## src/rtl/uart_tx_serializer.sv

```systemverilog
// UART transmitter for the debug unit: start bit, LSB-first data, optional parity, 1 or 2 stop bits.
// Owns its baud divider; o_tx_done is a registered ready level for the upstream send FSM.
module uart_tx_serializer #(
    parameter int UART_BITS    = 8,
    parameter int CLKS_PER_BIT = 5208,
    parameter int PARITY_MODE  = 0,
    parameter int STOP_BITS    = 1
) (
    input  logic                 clk,
    input  logic                 rst,
    input  logic                 i_tx_start,
    input  logic [UART_BITS-1:0] i_tx_data,
    output logic                 o_tx,
    output logic                 o_tx_done
);

    localparam int BAUD_W = (CLKS_PER_BIT > 1) ? $clog2(CLKS_PER_BIT) : 1;
    localparam int BIT_W  = $clog2(UART_BITS + 1);

    localparam logic [BAUD_W-1:0] BAUD_LAST  = BAUD_W'(CLKS_PER_BIT - 1);
    localparam logic [BAUD_W-1:0] BAUD_ONE   = BAUD_W'(1);
    localparam logic [BIT_W-1:0]  DATA_LAST  = BIT_W'(UART_BITS - 1);
    localparam logic [BIT_W-1:0]  STOP_LAST  = BIT_W'(STOP_BITS - 1);
    localparam logic [BIT_W-1:0]  BIT_ONE    = BIT_W'(1);
    localparam logic              PARITY_EN  = (PARITY_MODE != 0);
    localparam logic              PARITY_ODD = (PARITY_MODE == 2);

    typedef enum logic [2:0] {
        ST_IDLE   = 3'd0,
        ST_START  = 3'd1,
        ST_DATA   = 3'd2,
        ST_PARITY = 3'd3,
        ST_STOP   = 3'd4
    } state_t;

    state_t               state_r,  state_n_s;
    logic [BAUD_W-1:0]    baud_cnt_r, baud_n_s;
    logic [BIT_W-1:0]     bit_cnt_r,  bit_n_s;
    logic [UART_BITS-1:0] shift_r,    shift_n_s;
    logic                 parity_r,   parity_n_s;
    logic                 tx_r,       tx_n_s;
    logic                 done_r,     done_n_s;
    logic                 bit_end_s;

    // Parity is taken from the byte as latched, before any shifting.
    function automatic logic calc_parity(input logic [UART_BITS-1:0] data, input logic odd);
        return (^data) ^ odd;
    endfunction

    // Next-state, counters and next output values; outputs are registered from these.
    always_comb begin
        state_n_s  = state_r;
        baud_n_s   = baud_cnt_r;
        bit_n_s    = bit_cnt_r;
        shift_n_s  = shift_r;
        parity_n_s = parity_r;
        tx_n_s     = tx_r;
        done_n_s   = done_r;
        bit_end_s  = (baud_cnt_r == BAUD_LAST);

        if (state_r == ST_IDLE) begin
            baud_n_s = '0;
        end else if (bit_end_s) begin
            baud_n_s = '0;
        end else begin
            baud_n_s = baud_cnt_r + BAUD_ONE;
        end

        case (state_r)
            ST_IDLE: begin
                if (i_tx_start) begin
                    state_n_s  = ST_START;
                    shift_n_s  = i_tx_data;
                    parity_n_s = calc_parity(i_tx_data, PARITY_ODD);
                    bit_n_s    = '0;
                    tx_n_s     = 1'b0;
                    done_n_s   = 1'b0;
                end else begin
                    tx_n_s   = 1'b1;
                    done_n_s = 1'b1;
                end
            end
            ST_START: begin
                if (bit_end_s) begin
                    state_n_s = ST_DATA;
                    bit_n_s   = '0;
                    tx_n_s    = shift_r[0];
                end else begin
                    state_n_s = ST_START;
                end
            end
            ST_DATA: begin
                if (bit_end_s) begin
                    shift_n_s = shift_r >> 1;
                    if (bit_cnt_r == DATA_LAST) begin
                        bit_n_s = '0;
                        if (PARITY_EN) begin
                            state_n_s = ST_PARITY;
                            tx_n_s    = parity_r;
                        end else begin
                            state_n_s = ST_STOP;
                            tx_n_s    = 1'b1;
                        end
                    end else begin
                        bit_n_s = bit_cnt_r + BIT_ONE;
                        tx_n_s  = shift_n_s[0];
                    end
                end else begin
                    state_n_s = ST_DATA;
                end
            end
            ST_PARITY: begin
                if (bit_end_s) begin
                    state_n_s = ST_STOP;
                    bit_n_s   = '0;
                    tx_n_s    = 1'b1;
                end else begin
                    state_n_s = ST_PARITY;
                end
            end
            ST_STOP: begin
                if (bit_end_s) begin
                    if (bit_cnt_r == STOP_LAST) begin
                        state_n_s = ST_IDLE;
                        bit_n_s   = '0;
                        done_n_s  = 1'b1;
                        tx_n_s    = 1'b1;
                    end else begin
                        bit_n_s = bit_cnt_r + BIT_ONE;
                    end
                end else begin
                    state_n_s = ST_STOP;
                end
            end
            default: begin
                state_n_s = ST_IDLE;
                baud_n_s  = '0;
                bit_n_s   = '0;
                tx_n_s    = 1'b1;
                done_n_s  = 1'b1;
            end
        endcase
    end

    // State, counters, data and output registers.
    always_ff @(posedge clk or posedge rst) begin
        if (rst) begin
            state_r    <= ST_IDLE;
            baud_cnt_r <= '0;
            bit_cnt_r  <= '0;
            shift_r    <= '0;
            parity_r   <= 1'b0;
            tx_r       <= 1'b1;
            done_r     <= 1'b1;
        end else begin
            state_r    <= state_n_s;
            baud_cnt_r <= baud_n_s;
            bit_cnt_r  <= bit_n_s;
            shift_r    <= shift_n_s;
            parity_r   <= parity_n_s;
            tx_r       <= tx_n_s;
            done_r     <= done_n_s;
        end
    end

    assign o_tx      = tx_r;
    assign o_tx_done = done_r;

endmodule

```

## config.mk

```make
export PLATFORM = sky130hd
export DESIGN_NAME = uart_tx_serializer
export DESIGN_NICKNAME = d
export VERILOG_FILES = /design/src/rtl/uart_tx_serializer.sv
export SDC_FILE = /design/constraint.sdc
export NUM_CORES = 1
export LEC_CHECK = 0
export CELL_PAD_IN_SITES_DETAIL_PLACEMENT = 1
export CELL_PAD_IN_SITES_GLOBAL_PLACEMENT = 1
export CORE_UTILIZATION = 47
export CTS_CLUSTER_SIZE = 40
export DETAILED_ROUTE_END_ITERATION = 12
export GPL_TIMING_DRIVEN = 0
export HOLD_SLACK_MARGIN = 0.02
export PLACE_DENSITY = 0.84
export REMOVE_ABC_BUFFERS = 1
export SETUP_SLACK_MARGIN = 0.15
export SYNTH_ARGS = -nofsm -noshare
export SYNTH_HDL_FRONTEND = slang
export SYNTH_SLANG_ARGS = --single-unit
```

## constraint.sdc

```tcl
create_clock -name clk -period 3.5 [get_ports clk]
set_clock_uncertainty 0.2 [all_clocks]
set_input_delay 0.875 -clock clk [delete_from_list [all_inputs] [get_ports clk]]
set_output_delay 0.875 -clock clk [all_outputs]
set_load 0.02 [all_outputs]
```

== After elaboration in Yosys (flattened, before gate mapping) ==
Cells that the tools add are included.
Widths: inputs -> output; s select.

* Bitwise logic cells: 1
* Mux-type cells: 30
* Equal/unequal tests: 15
* Add/sub/neg operators: 2
* Reductions and logical operators: 11

{| class="wikitable"
|+ Operators with widths
! cell !! number
|-
| $mux 13 || 3
|-
| $mux 4 || 6
|-
| $mux 3 || 6
|-
| $mux 8 || 2
|-
| $pmux 4 s4 || 1
|-
| $pmux 8 s2 || 1
|-
| $pmux 3 s5 || 1
|-
| $add 13x1->13 const B || 1
|-
| $eq 13x13->1 const B || 1
|-
| $ne 2x2->1 const B || 6
|-
| $reduce_and 3->1 || 3
|-
| $mux 1 || 7
|-
| $eq 3x2->1 const B || 2
|-
| $ne 3x3->1 const B || 2
|-
| $pmux 1 s5 || 1
|-
| $reduce_and 5->1 || 1
|-
| $reduce_or 5->1 || 1
|-
| $add 4x1->4 const B || 1
|-
| $eq 4x3->1 const B || 1
|-
| $logic_not 4->1 || 1
|-
| $reduce_and 4->1 || 1
|-
| $eq 3x1->1 const B || 1
|-
| $eq 3x3->1 const B || 1
|-
| $logic_not 3->1 || 1
|-
| other kinds (7) || 7
|}

* Flip-flop bits (word level): 30
* Output and inout bits: 2

== Depth between registers and ports, before layout ==
* Word-level depth: 4
* Gate-level depth with buffers: 7

== Least setup slack after synthesis ==
OpenSTA, ideal clock, no wires.

* Kind: input to register
* Start point: in i_tx_start
* End point: reg bit_cnt_r[3]
* Path slack: 1,185 ps
* Path buffers: 0
* Stages on the path: 5
* Setup time: 66 ps
* Arrival: 2,049 ps
* Cells stage by stage: or3b_2 -> o41ai_1 -> mux2i_1 -> or4_1 -> nand2_1

* Word-level cells in the longest chain between the ends: 2

{| class="wikitable"
|+ RTL lines
! element !! line !! RTL
|-
| from (decl) || 11 || <nowiki>input logic i_tx_start,</nowiki>
|-
| $ne 2x2->1 (no line) || -- ||
|-
| $reduce_and 4->1 (no line) || -- ||
|-
| to (signal assigned) || 158 || <nowiki>bit_cnt_r <= bit_n_s;</nowiki>
|-
| to (decl) || 38 || <nowiki>logic [BIT_W-1:0] bit_cnt_r, bit_n_s;</nowiki>
|}

No other way between the ends.
A chain may end at the register's enable or synchronous reset.

== Worst setup path in the final report ==
Same ends and word-level chain as after synthesis.

==> results.yml <==
power:
  share_comb_of_total_power_pct: 17.7
  p_int_mw: 0.569
  p_per_area_nw_per_um2: 451
  clockPowerShare_pct: 26.4
  p_seq_share_pct: 55.9
  sw_frac_of_total_pct: 30.2
  max-vdd-ir-drop_mv: 0.242
  power_switching_mw: 0.247
  leakage_nw: 0.795
placement:
  place_congestion: 0.795
  hpwl_um: 2780
  dpl.cell_count: 222
  port_buffers: 12
setup_path:
  path_class: "in -> reg"
  rrSetupSlack_ns: 0.93
  path_cells: "clkdlybuf4s50_1 -> or3b_2 -> o41ai_1 -> mux2i_1 -> or4_1 -> nand2_1"
  cp.required_ns: 3.57
  startpoint_type: "primary input"
  endpoint_kind: "flop"
  cpMaxStageDelayCell: "clkdlybuf4s50_1"
  cp_top_family: "simple AND/OR/NAND/NOR gates"
  crit_start: "i_tx_start"
  critical_path_arrival_ns: 2.78
  critPathBufInv: 1
  critPathMaxFanout: 8
  rr_startpoint: "state_r[1]$_DFFE_PP0P_"
  max_stage_delay_ns: 0.48
clock_network:
  cts_buffers: 5
  cts_setup_buffers: 0
  cts_root_buf: "clkbuf_4"
  cts_sinks: 30
  cts.reportedPaths.clkPinSlew_ns: 0.09
  cts_tree: "built"
  clock_latency_ns: 0.33
  cts_buffer_depth: 2
  postCtsHoldBufs: 0
  h-tree-depth: 2
  cts.repair.resized: 0
yosys:
  yosysMostFrequentCell: "dfrtp_1"
  yosys.area.top_type: "dfrtp_1"
  synth_ff_type: "dfrtp_1"
  yosys.area_share.adder_pct: 2.36
  ys_top_cells_by_count: "dfrtp_1, nand2_1, nor2_1, o21ai_0, inv_1"
  synth_edf_count: 0
  ys_ff_latch: 30
  synth_top_family_by_area: "simple AND/OR/NAND/NOR gates"
  seq_area_frac_synth_pct: 47.3
  syn_avg_cell_area_sq_um: 9.36
  synth_xor_area_share_pct: 4.95
  syn_inst: 170
  synthTopCellsByArea: "dfrtp_1, nand2_1, nor2_1"
  synth_cell_type_count: 38
  synth_compound_area_share_pct: 10.3
  synthMuxAreaShare_pct: 6.13
  yosys.area.top_type_share_pct: 44.0
  yosysWarnings: 0
  async_reset_ff_share_pct: 100
  yosys.area_share.simple_pct: 25.6
  netlist_area_sq_um: 1590
timing:
  worstMarginPinSlew_ns: 1.15
  finalMaxSlewViolations: 0
  finalCritPeriodShare_pct: 77.6
  setup_viol: 0
  rsz0062_at_grt: "false"
  timing.hold.ws_ns: 0.305
  final.setup.tns_ns: 0
  hold_viol_final: 0
  min_period_ns: 2.71
  clock.fmax_mhz: 368
  maxSlewHeadroom_pct: 23.1
floorplanning:
  chipWidth_um: 60.2
  die_area_sq_um: 3620
  ios: 13
  std_cell_rows: 20
  initial_core_util_pct: 50.9
  die_h_um: 60.2
  core_area_sq_um: 3130
layout:
  drive_gt1_share_pct: 10.2
  antenna_cells: 0
  nets: 199
  final_cells: 230
  area_delta_synth_final_pct: 13.8
job:
  cap_violations: 0
detailed_routing:
  via_per_inst: 5.62
  drcViolationCount: 0
  firstDrtPassIters: 4
  first_iter_violations: 74
  routed_wl_um: 3870
  ant_nets: 0
  vias: 1292
  post_drt_wl_per_cell_um: 16.8
min_path:
  hp-class: "reg -> reg"
  hp-start: "shift_r[0]$_DFFE_PP0P_"
grt:
  grt_pass1_wl_um: 6490
  grt_overflow: 0
  grt_start_max_net_pins: 31
  grt_pass1_vias: 1344
  antenna_found_initial: 0
  grtUsageTotal_pct: 25.1
outcome:
  status: "complete, no violations"
## worst reg2reg max path: stages, from the launching register on
cell and delay [ns]:
dfrtp_1 0.57, nor3b_1 0.77, a32oi_1 0.32, or4_1 0.57, nand2_1 0.09
## cell families (layout without fill, tap and decap cells)
family                   count (synthesis)  in the layout
adder cells (fa/ha/maj)                  3              3
flip-flops                              30             30
XOR/XNOR                                 9              9
multiplexers                             9              9
buffers and inverters                   14             30
AO/OA/AOI/OAI                           28             28
AND/OR/NAND/NOR                         77             77
## power groups by stage
stage	Clock (mW)	Combinational, mW	Sequential (mW)
floorplan	0	0.103	0.447
global placement	0	0.137	0.454
detailed placement	0	0.145	0.461
CTS	0.221	0.147	0.455
global route	0.238	0.167	0.464
finish	0.216	0.144	0.456
## routing by layer
layer / track usage, % / wire length (um)
met1: 31.8 / 1760
met2: 41.4 / 1970
met3: 6.06 / 109
met4: 8.64 / 27
met5: 0 / 0
## state kept, by name (all words and copies together), names as in the netlist
name and flops:
o_tx_done 1, state_r 3, shift_r 8, baud_cnt_r 13, o_tx 1, bit_cnt_r 4
## cells in the final DEF, fill, tap and decap left out, types with 2 or more instances in the layout
master and count:
dfrtp_1 28, xnor2_1 6, o21ai_0 11, a21o_1 2, mux2i_1 3, ha_1 3
mux2_1 2, xor2_1 3, nand3b_1 3, clkdlybuf4s50_1 12, dfstp_2 2, nor3_4 2
o31ai_1 2, inv_1 10, or3_1 2, mux2_2 4, nor2b_1 2, nor2_1 15
a21oi_1 7, nand2_1 27, nor3_1 4, a31oi_1 3, nand3_1 9, clkbuf_4 5
or3b_2 2, and3_1 2
## cell type report
class	count	area, sq um
Sequential cell	30	753
Clock buffer	7	55.1
Fill cell	371	1320
Tap cell	44	55.1
Timing Repair Buffer	12	120
Clock inverter	1	5.00
Inverter	10	37.5
Multi-Input combinational cell	126	785
## through the flow
step / worst slack (ns) / power (mW) / utilization (%) / cell area (sq um)
after detailed placement: 0.486 / 0.607 / 56.0 / 1750
final: 0.785 / 0.816 / 57.9 / 1810
after floorplan: 1.18 / 0.550 / - / 1580
after global routing: 0.710 / 0.869 / 57.9 / 1810
after global placement: 0.587 / 0.592 / 56.0 / 1750
after CTS: 0.775 / 0.822 / 57.9 / 1810
## path summary, 6_finish.rpt
| check | to | cells after the start |
|---|---|---|
| worst max-delay path | bit_cnt_r[3]$_DFFE_PP0P_ | 6 |
| worst min-delay path | shift_r[0]$_DFFE_PP0P_ | 1 |
| worst max register to register | bit_cnt_r[3]$_DFFE_PP0P_ | 4 |
| worst min register to register | shift_r[0]$_DFFE_PP0P_ | 1 |
| max in group asynchronous | bit_cnt_r[2]$_DFFE_PP0P_ | 2 |
| min in group asynchronous | bit_cnt_r[3]$_DFFE_PP0P_ | 2 |
Power figures use the tool's default switching activity.
